`config.mk`:
```
export PLATFORM = sky130hd
export DESIGN_NAME = nr_arb_mux_flat
export DESIGN_NICKNAME = d
export VERILOG_FILES = /design/src/rtl/nr_arb_mux_pkg.sv /design/src/rtl/nr_arb_mux_if.sv /design/src/rtl/nr_arb_mux_arbiter.sv /design/src/rtl/nr_arb_mux.sv /design/src/flat_wrapper.sv
export SDC_FILE = /design/constraint.sdc
export NUM_CORES = 1
export LEC_CHECK = 0
export CAP_MARGIN = 20
export CORE_UTILIZATION = 36
export CTS_BUF_LIST = sky130_fd_sc_hd__clkbuf_8
export DETAILED_ROUTE_END_ITERATION = 6
export PLACE_DENSITY = 0.86
export SYNTH_ARGS = -nofsm -noshare
export SYNTH_HDL_FRONTEND = slang
export SYNTH_SLANG_ARGS = --single-unit
```
`constraint.sdc`:
```
create_clock -name clk -period 2 [get_ports clk]
set_input_delay 0.4 -clock clk [delete_from_list [all_inputs] [get_ports clk]]
set_output_delay 0.4 -clock clk [all_outputs]
set_load 0.01 [all_outputs]
```
`src/rtl/nr_arb_mux_pkg.sv`:
```
// Shared definitions for the arbitrated N-to-1 output multiplexer.
// Holds arbitration mode codes, the output-slot state encoding and the select-width helper.
package nr_pkg;

    localparam int NR_ARB_FIXED = 0;
    localparam int NR_ARB_RR    = 1;

    // The output slot state is the out_valid bit itself.
    typedef enum logic {
        NR_EMPTY = 1'b0,
        NR_FULL  = 1'b1
    } nr_state_e;

    function automatic int nr_sel_width(input int n);
        if (n <= 1) begin
            return 1;
        end else begin
            return $clog2(n);
        end
    endfunction

endpackage

```
`src/rtl/nr_arb_mux_if.sv`:
```
// Producer/consumer bundle for nr_arb_mux: N request channels in, one registered word out.
interface nr_arb_mux_if
    import nr_pkg::*;
#(
    parameter int WIDTH    = 8,
    parameter int CHANNELS = 4
) ();

    localparam int SEL_W = nr_sel_width(CHANNELS);

    logic [CHANNELS*WIDTH-1:0] in_data;
    logic [CHANNELS-1:0]       in_valid;
    logic [CHANNELS-1:0]       in_ready;
    logic [WIDTH-1:0]          out_data;
    logic                      out_valid;
    logic                      out_ready;
    logic [SEL_W-1:0]          out_sel;

    modport master (
        output in_data, in_valid, out_ready,
        input  in_ready, out_data, out_valid, out_sel
    );

    modport slave (
        input  in_data, in_valid, out_ready,
        output in_ready, out_data, out_valid, out_sel
    );

endinterface

```
`src/rtl/nr_arb_mux_arbiter.sv`:
```
// Fixed-priority / round-robin arbiter with a one-hot grant and the rotating start pointer.
module nr_rr_arbiter
    import nr_pkg::*;
#(
    parameter int CHANNELS = 4,
    parameter int MODE     = NR_ARB_FIXED,
    parameter int SEL_W    = nr_sel_width(CHANNELS)
) (
    input  logic                clk,
    input  logic                rst,
    input  logic [CHANNELS-1:0] req,
    input  logic                en,
    output logic [CHANNELS-1:0] grant,
    output logic [SEL_W-1:0]    grant_idx,
    output logic                grant_any
);

    logic [SEL_W-1:0] ptr_r;
    logic [SEL_W-1:0] idx_s;
    logic             found_s;
    int               pos_s;

    // Search requesters starting at ptr (round-robin) or at 0 (fixed), wrapping at CHANNELS-1.
    always_comb begin
        found_s = 1'b0;
        idx_s   = '0;
        pos_s   = 0;
        for (int i = 0; i < CHANNELS; i++) begin
            if (MODE == NR_ARB_RR) begin
                pos_s = int'(ptr_r) + i;
            end else begin
                pos_s = i;
            end
            if (pos_s >= CHANNELS) begin
                pos_s = pos_s - CHANNELS;
            end else begin
                pos_s = pos_s;
            end
            if (!found_s && req[pos_s]) begin
                found_s = 1'b1;
                idx_s   = SEL_W'(pos_s);
            end else begin
                found_s = found_s;
            end
        end
    end

    // Expand the winning index into the one-hot-or-zero grant vector.
    always_comb begin
        grant_any = en & found_s;
        grant_idx = idx_s;
        for (int c = 0; c < CHANNELS; c++) begin
            grant[c] = grant_any & (idx_s == SEL_W'(c));
        end
    end

    // Rotate the start pointer past the channel that just transferred.
    always_ff @(posedge clk or posedge rst) begin
        if (rst) begin
            ptr_r <= '0;
        end else if ((MODE == NR_ARB_RR) && grant_any) begin
            if (idx_s == SEL_W'(CHANNELS - 1)) begin
                ptr_r <= '0;
            end else begin
                ptr_r <= idx_s + SEL_W'(1);
            end
        end else begin
            ptr_r <= ptr_r;
        end
    end

endmodule

```
`src/rtl/nr_arb_mux.sv`:
```
// Registered N-to-1 multiplexer: arbitrates among valid channels and loads one word per
// cycle into a single output slot, tagging each word with its source channel.
module nr_arb_mux
    import nr_pkg::*;
#(
    parameter int WIDTH    = 8,
    parameter int CHANNELS = 4,
    parameter int MODE     = NR_ARB_FIXED
) (
    input  logic         clk,
    input  logic         rst,
    nr_arb_mux_if.slave  bus
);

    localparam int SEL_W = nr_sel_width(CHANNELS);

    nr_state_e           state_r;
    nr_state_e           state_next_s;
    logic                can_load_s;
    logic                en_s;
    logic [CHANNELS-1:0] grant_s;
    logic [SEL_W-1:0]    grant_idx_s;
    logic                xfer_s;
    logic [WIDTH-1:0]    sel_data_s;
    logic [WIDTH-1:0]    data_r;
    logic [SEL_W-1:0]    sel_r;

    // Reset forces the grant low so no handshake completes while rst is high.
    assign can_load_s = (state_r == NR_EMPTY) | bus.out_ready;
    assign en_s       = can_load_s & ~rst;

    nr_rr_arbiter #(
        .CHANNELS (CHANNELS),
        .MODE     (MODE),
        .SEL_W    (SEL_W)
    ) u_arb (
        .clk       (clk),
        .rst       (rst),
        .req       (bus.in_valid),
        .en        (en_s),
        .grant     (grant_s),
        .grant_idx (grant_idx_s),
        .grant_any (xfer_s)
    );

    // Output slot state register.
    always_ff @(posedge clk or posedge rst) begin
        if (rst) begin
            state_r <= NR_EMPTY;
        end else begin
            state_r <= state_next_s;
        end
    end

    // Next state: load on transfer, drain on out_ready without a replacement.
    always_comb begin
        case (state_r)
            NR_EMPTY: state_next_s = xfer_s ? NR_FULL : NR_EMPTY;
            NR_FULL: begin
                if (xfer_s) begin
                    state_next_s = NR_FULL;
                end else if (bus.out_ready) begin
                    state_next_s = NR_EMPTY;
                end else begin
                    state_next_s = NR_FULL;
                end
            end
            default: state_next_s = NR_EMPTY;
        endcase
    end

    // Handshake outputs derived from the state and the grant.
    always_comb begin
        bus.out_valid = (state_r == NR_FULL);
        bus.in_ready  = grant_s;
    end

    // Pick the granted channel's word; only the registered copy reaches out_data.
    always_comb begin
        sel_data_s = bus.in_data[int'(grant_idx_s)*WIDTH +: WIDTH];
    end

    // Output data and source-channel registers, loaded only on a transfer.
    always_ff @(posedge clk or posedge rst) begin
        if (rst) begin
            data_r <= '0;
            sel_r  <= '0;
        end else if (xfer_s) begin
            data_r <= sel_data_s;
            sel_r  <= grant_idx_s;
        end else begin
            data_r <= data_r;
            sel_r  <= sel_r;
        end
    end

    assign bus.out_data = data_r;
    assign bus.out_sel  = sel_r;

endmodule

```
`src/flat_wrapper.sv`:
```
// flat-port wrapper written by rule: the top's interface ports become plain ports
module nr_arb_mux_flat import nr_pkg::*;
#(
    parameter int WIDTH    = 8,
    parameter int CHANNELS = 4,
    parameter int MODE     = NR_ARB_FIXED
)
  (clk, rst, bus_in_data, bus_in_valid, bus_out_ready, bus_in_ready, bus_out_data, bus_out_valid, bus_out_sel);
  nr_arb_mux_if #(.WIDTH(WIDTH), .CHANNELS(CHANNELS)) bus_i ();
  input  logic clk;
  input  logic rst;
  input wire logic [$bits(bus_i.in_data)-1:0] bus_in_data;
  input wire logic [$bits(bus_i.in_valid)-1:0] bus_in_valid;
  input wire logic [$bits(bus_i.out_ready)-1:0] bus_out_ready;
  output wire logic [$bits(bus_i.in_ready)-1:0] bus_in_ready;
  output wire logic [$bits(bus_i.out_data)-1:0] bus_out_data;
  output wire logic [$bits(bus_i.out_valid)-1:0] bus_out_valid;
  output wire logic [$bits(bus_i.out_sel)-1:0] bus_out_sel;
  assign bus_i.in_data = bus_in_data;
  assign bus_i.in_valid = bus_in_valid;
  assign bus_i.out_ready = bus_out_ready;
  assign bus_in_ready = bus_i.in_ready;
  assign bus_out_data = bus_i.out_data;
  assign bus_out_valid = bus_i.out_valid;
  assign bus_out_sel = bus_i.out_sel;
  nr_arb_mux #(.WIDTH(WIDTH), .CHANNELS(CHANNELS), .MODE(MODE)) u_core (.clk(clk), .rst(rst), .bus(bus_i));
endmodule
```
After elaboration in Yosys (flattened, before gate mapping) --
Cells that the tools add are included.
Cells by class: shifts and indexed selects 1, eq/ne operators 3, bitwise operators 9, mux-type cells 11, reductions and logical operators 7
Operators by type and width (count):
- 32-bit by 6-bit indexed part select with 8-bit output | 1
- 1-bit two-way mux | 8
- 1-bit bitwise AND | 6
- 2-bit == test, second input constant | 2
- 2-bit two-way mux | 2
- 1-bit logical AND | 3
- 1-bit zero test | 3
- 2-bit by 1-bit == test with 1-bit output, second input constant | 1
- 2-bit zero test | 1
- 1-bit NOT | 2
- 1-bit case mux with 2 select lines | 1
- 1-bit bitwise OR | 1
Storage, ports and cells: input bits 39, logic and storage cells 34, flip-flop bits (word level) 11

Logic depth before layout (Yosys ltp) --
word-level depth 13, gate-level depth with buffers 6, depth with buffers taken out 4

Modules after synthesis --
From an unflattened synthesis, not the netlist that was laid out.
Unflattened totals: cell total of the unflattened synthesis 67, area, all modules 728.2 um2
By module, submodules not included:
- nr_arb_mux | cells each 56, area an instance 645.6 um2, instances 1
- nr_rr_arbiter | cells each 11, area an instance 82.6 um2, instances 1

Least setup slack after synthesis --
Ideal clock, no wire load.
path type input to output, from input rst, to output bus_in_ready[3], arrival 1.344 ns, setup slack 0.256 ns, required time 1.600 ns, stages 3, buffers on the path 0, path through inv_1 > nand2_1 > nor4_1
Between the ends: cells in the longest elaborated chain, start to end 4
Ends and longest elaborated chain:
- start, declared | RTL line flat_wrapper.sv:11 | input logic rst;
- 1-bit NOT | RTL line nr_arb_mux.sv:30 | assign en_s = can_load_s & ~rst;
- 1-bit bitwise AND | RTL line nr_arb_mux.sv:30
- 1-bit bitwise AND | RTL line nr_arb_mux_arbiter.sv:50 | grant_any = en & found_s;
- 1-bit bitwise AND | RTL line nr_arb_mux_arbiter.sv:53 | grant[c] = grant_any & (idx_s == SEL_W'(c));
- end, declared | RTL line flat_wrapper.sv:15 | output wire logic [$bits(bus_i.in_ready)-1:0] bus_in_ready;
No other way between the ends.

Worst setup path after layout --
from input bus_in_valid[1], to output bus_in_ready[2]
Between the ends: cells in the longest elaborated chain, start to end 10, elaborated cells on any way between the ends 14, classes of those cells eq/ne: 1; mux: 6; bitwise: 2; reduce/logical: 5
Ends and longest elaborated chain:
- start, declared | RTL line flat_wrapper.sv:13 | input wire logic [$bits(bus_i.in_valid)-1:0] bus_in_valid;
- 1-bit logical AND * | RTL line nr_arb_mux_arbiter.sv:39 | if (!found_s && req[pos_s]) begin
- 1-bit two-way mux | RTL line nr_arb_mux_arbiter.sv:39
- 1-bit zero test | RTL line nr_arb_mux_arbiter.sv:39
- 1-bit logical AND | RTL line nr_arb_mux_arbiter.sv:39
- 1-bit two-way mux | RTL line nr_arb_mux_arbiter.sv:39
- 1-bit zero test | RTL line nr_arb_mux_arbiter.sv:39
- 1-bit logical AND | RTL line nr_arb_mux_arbiter.sv:39
- 2-bit two-way mux / 1-bit two-way mux (equally long branches) | RTL line nr_arb_mux_arbiter.sv:39
- 2-bit == test / 1-bit bitwise AND (equally long branches) | RTL line nr_arb_mux_arbiter.sv:53, nr_arb_mux_arbiter.sv:50
- 1-bit bitwise AND * | RTL line nr_arb_mux_arbiter.sv:53
Mark *: on every way between the ends. The rest lies on a longest branch, timed or not.

==> metrics <==
sequential area share after synthesis=34.4%; Die ar.=2410 µm²; CP Capture Type=output pin; Worst Path Required=1.60 ns; PwrDens=543 nW/µm²; Synth Area in Compound Gates=22.8%; Slew Limit Fails=0; Hold EP=u_core.bus.out_data[0]$_DFFE_PP0P_; Reg2Reg Setup Slack=0.47 ns; final setup violation count=0; Distinct cells, synth=28; r2r endpoint=u_core.bus.out_data[1]$_DFFE_PP0P_; post-layout min period=1.95 ns; io pins=54; vias in the first global route=1005; Clk Latency, worst-skew pair=0.23 ns; syn avg cell area=8.33 µm²; Detailed Route Iter0 Violations=23; Net Count, Synth=135; max-capacitance violation count=0; R2R Path Start=u_core.bus.out_valid$_DFF_PP0_; CP Max Fanout=4; period utilization=97.5%; FFs w/ async S/R, synth=100%; CTS Hold Buffers Added=0; initial core utilization=39.5%; Tightest Pin Transition=0.341 ns; post-CTS setup buffers=0; P_leak=0.000622 µW; CTS H-tree depth=1; mapped cell area=800 µm²; CORE AREA=2020 µm²; DP Wirelength=2070 µm; final hold vios=0; R2R depth=3; Main synth FF type=dfrtp_1; status=finished clean; clock-pin slew on the worst setup and hold paths=0.05 ns; Clock Tree Root=clkbuf_8; 1st-pass router iterations=4; row count=16; relative slew slack=77.1%; Overall Power=808 µW; Finished Layout Cells=186; DRC=0; Antenna Diode Count=0; largest net degree at the start of global routing=17; Setup CP Type=in -> out; NumNets Final=199; Final Core Density=73.5%; hold path depth=2; die span in y=49.1 µm; mux contribution to synthesized area=0%; port bufs=53; Post-Synth XOR/XNOR Area=0%; synth warn=0; Worst Skew=0.000675 ns; area grow syn2layout=85.9%; clock sink count=11; GP Congestion=0.881; drt total wl=2720 µm; number of flops mapped to enable cells by yosys=0; Worst Path Arrival=1.55 ns; Peak VDD IR=0.278 mV; WHS=0.486 ns; most instantiated cells after synthesis=nand2_1 (17), dfrtp_1 (11), a21oi_1 (9); Die Span X=49.1 µm; min-delay src=u_core.bus.out_data[0]$_DFFE_PP0P_; final setup TNS=0 ns; DRT antenna net count=0; Synth area leader=dfrtp_1; All-Layer GR Usage=24.3%; Synth Area in Simple Gates=35.1%; flops & latches, synth=11; HP Class=reg -> reg; cells after synthesis=96; CTS tree=built; initial antenna violation count=0; largest cells by area after synthesis=dfrtp_1 (34%), nand2_1 (8.0%), a221o_1 (6.3%); wire per inst=14.6 µm; fmax=513 MHz; adder-cell share of the synthesized area=0%; share of cells above drive strength 1=18.9%; top cell type's share of synthesized area=34.4%; largest family of logic cells by synthesized area=simple AND/OR/NAND/NOR gates; CP Launch Type=input pin; placed insts=182; DR vias=995; post-DR vias/cell=5.35; first-pass GRT wire length=4470 µm; GRT overflow=0; Clock Tree Buf Depth=2; Num CTS Buffers=3; RSZ-0062 raised after global routing=false; most frequent cell after synthesis=nand2_1
per-layer routing:
layer | up-vias | share of wire (%) | global-route usage [%]
li1 | 477 | - | -
met1 | 459 | 43 | 28.2
met2 | 53 | 50 | 43.8
met3 | 6 | 5.5 | 1.87
met4 | 0 | 2.0 | 12.7
met5 | - | 0 | 0
through the flow:
step	area, µm²	worst slack, ns
final	1490	0.0496
after global routing	1490	0.00785
after CTS	1470	0.0124
after detailed placement	1420	-0.444
after global placement	1420	-0.425
after floorplan	800	0.256
worst max-delay path, stage by stage:
cell and delay, ns:
clkdlybuf4s50_1 0.43, or2_4 0.29, nor3_4 0.19, clkdlybuf4s15_2 0.24
layout make-up:
cell class | count | area, µm²
fill | 147 | 536
sequential | 11 | 275
clock buffer | 3 | 41.3
tap | 27 | 33.8
timing repair buffer | 67 | 624
inverter | 4 | 15.0
clock inverter | 1 | 3.75
multi-input combinational | 73 | 493
sequential cells by signal (all words and copies together), names as in the netlist:
name	count
u_core.bus.out_data	8
u_core.bus.out_sel	2
u_core.bus.out_valid	1
cell families (layout without fill, tap and decap cells):
logic type             count (synthesis)  count (layout)
AO/OA/AOI/OAI                         27              27
buffers and inverters                 12              75
flip-flops                            11              11
AND/OR/NAND/NOR                       46              46
power by group:
group          switching [µW]  leakage, µW  internal [µW]
registers                23.1     0.000135            259
clock network            72.5    0.0000269            134
logic                     123     0.000461            197
worst max path at each step:
stage                          from               to  slack, ns  cells after the start
finish              bus_in_valid[1]  bus_in_ready[2]       0.05                      4
global route        bus_in_valid[1]  bus_in_ready[2]      0.008                      4
CTS                   bus_out_ready  bus_in_ready[3]       0.01                      5
detailed placement    bus_out_ready  bus_in_ready[3]      -0.44                      5
global placement      bus_out_ready  bus_in_ready[3]      -0.43                      5
floorplan                       rst  bus_in_ready[3]       0.26                      3
cells in the final DEF (no fill, tap or decap), types with 3 or more instances in the layout:
| master | Yosys | layout |
|---|---|---|
| nand2_1 | 17 | 16 |
| clkbuf_8 | 0 | 3 |
| inv_1 | 4 | 5 |
| a221o_1 | 5 | 5 |
| nor4_1 | 5 | 4 |
| dfrtp_1 | 11 | 11 |
| o21ai_0 | 4 | 4 |
| nand3b_1 | 6 | 6 |
| a21o_1 | 5 | 5 |
| buf_4 | 1 | 14 |
| clkdlybuf4s50_1 | 0 | 48 |
| a21oi_1 | 9 | 9 |
| nor2b_1 | 3 | 3 |
what timing repair did:
| action | CTS | global route |
|---|---|---|
| endpoints found under the setup margin | 4 | 4 |
| resized for setup | 17 | 5 |
| pin swaps | 2 | 3 |
| cloned | 0 | 0 |
No activity file was read; power rests on OpenSTA's default activity.
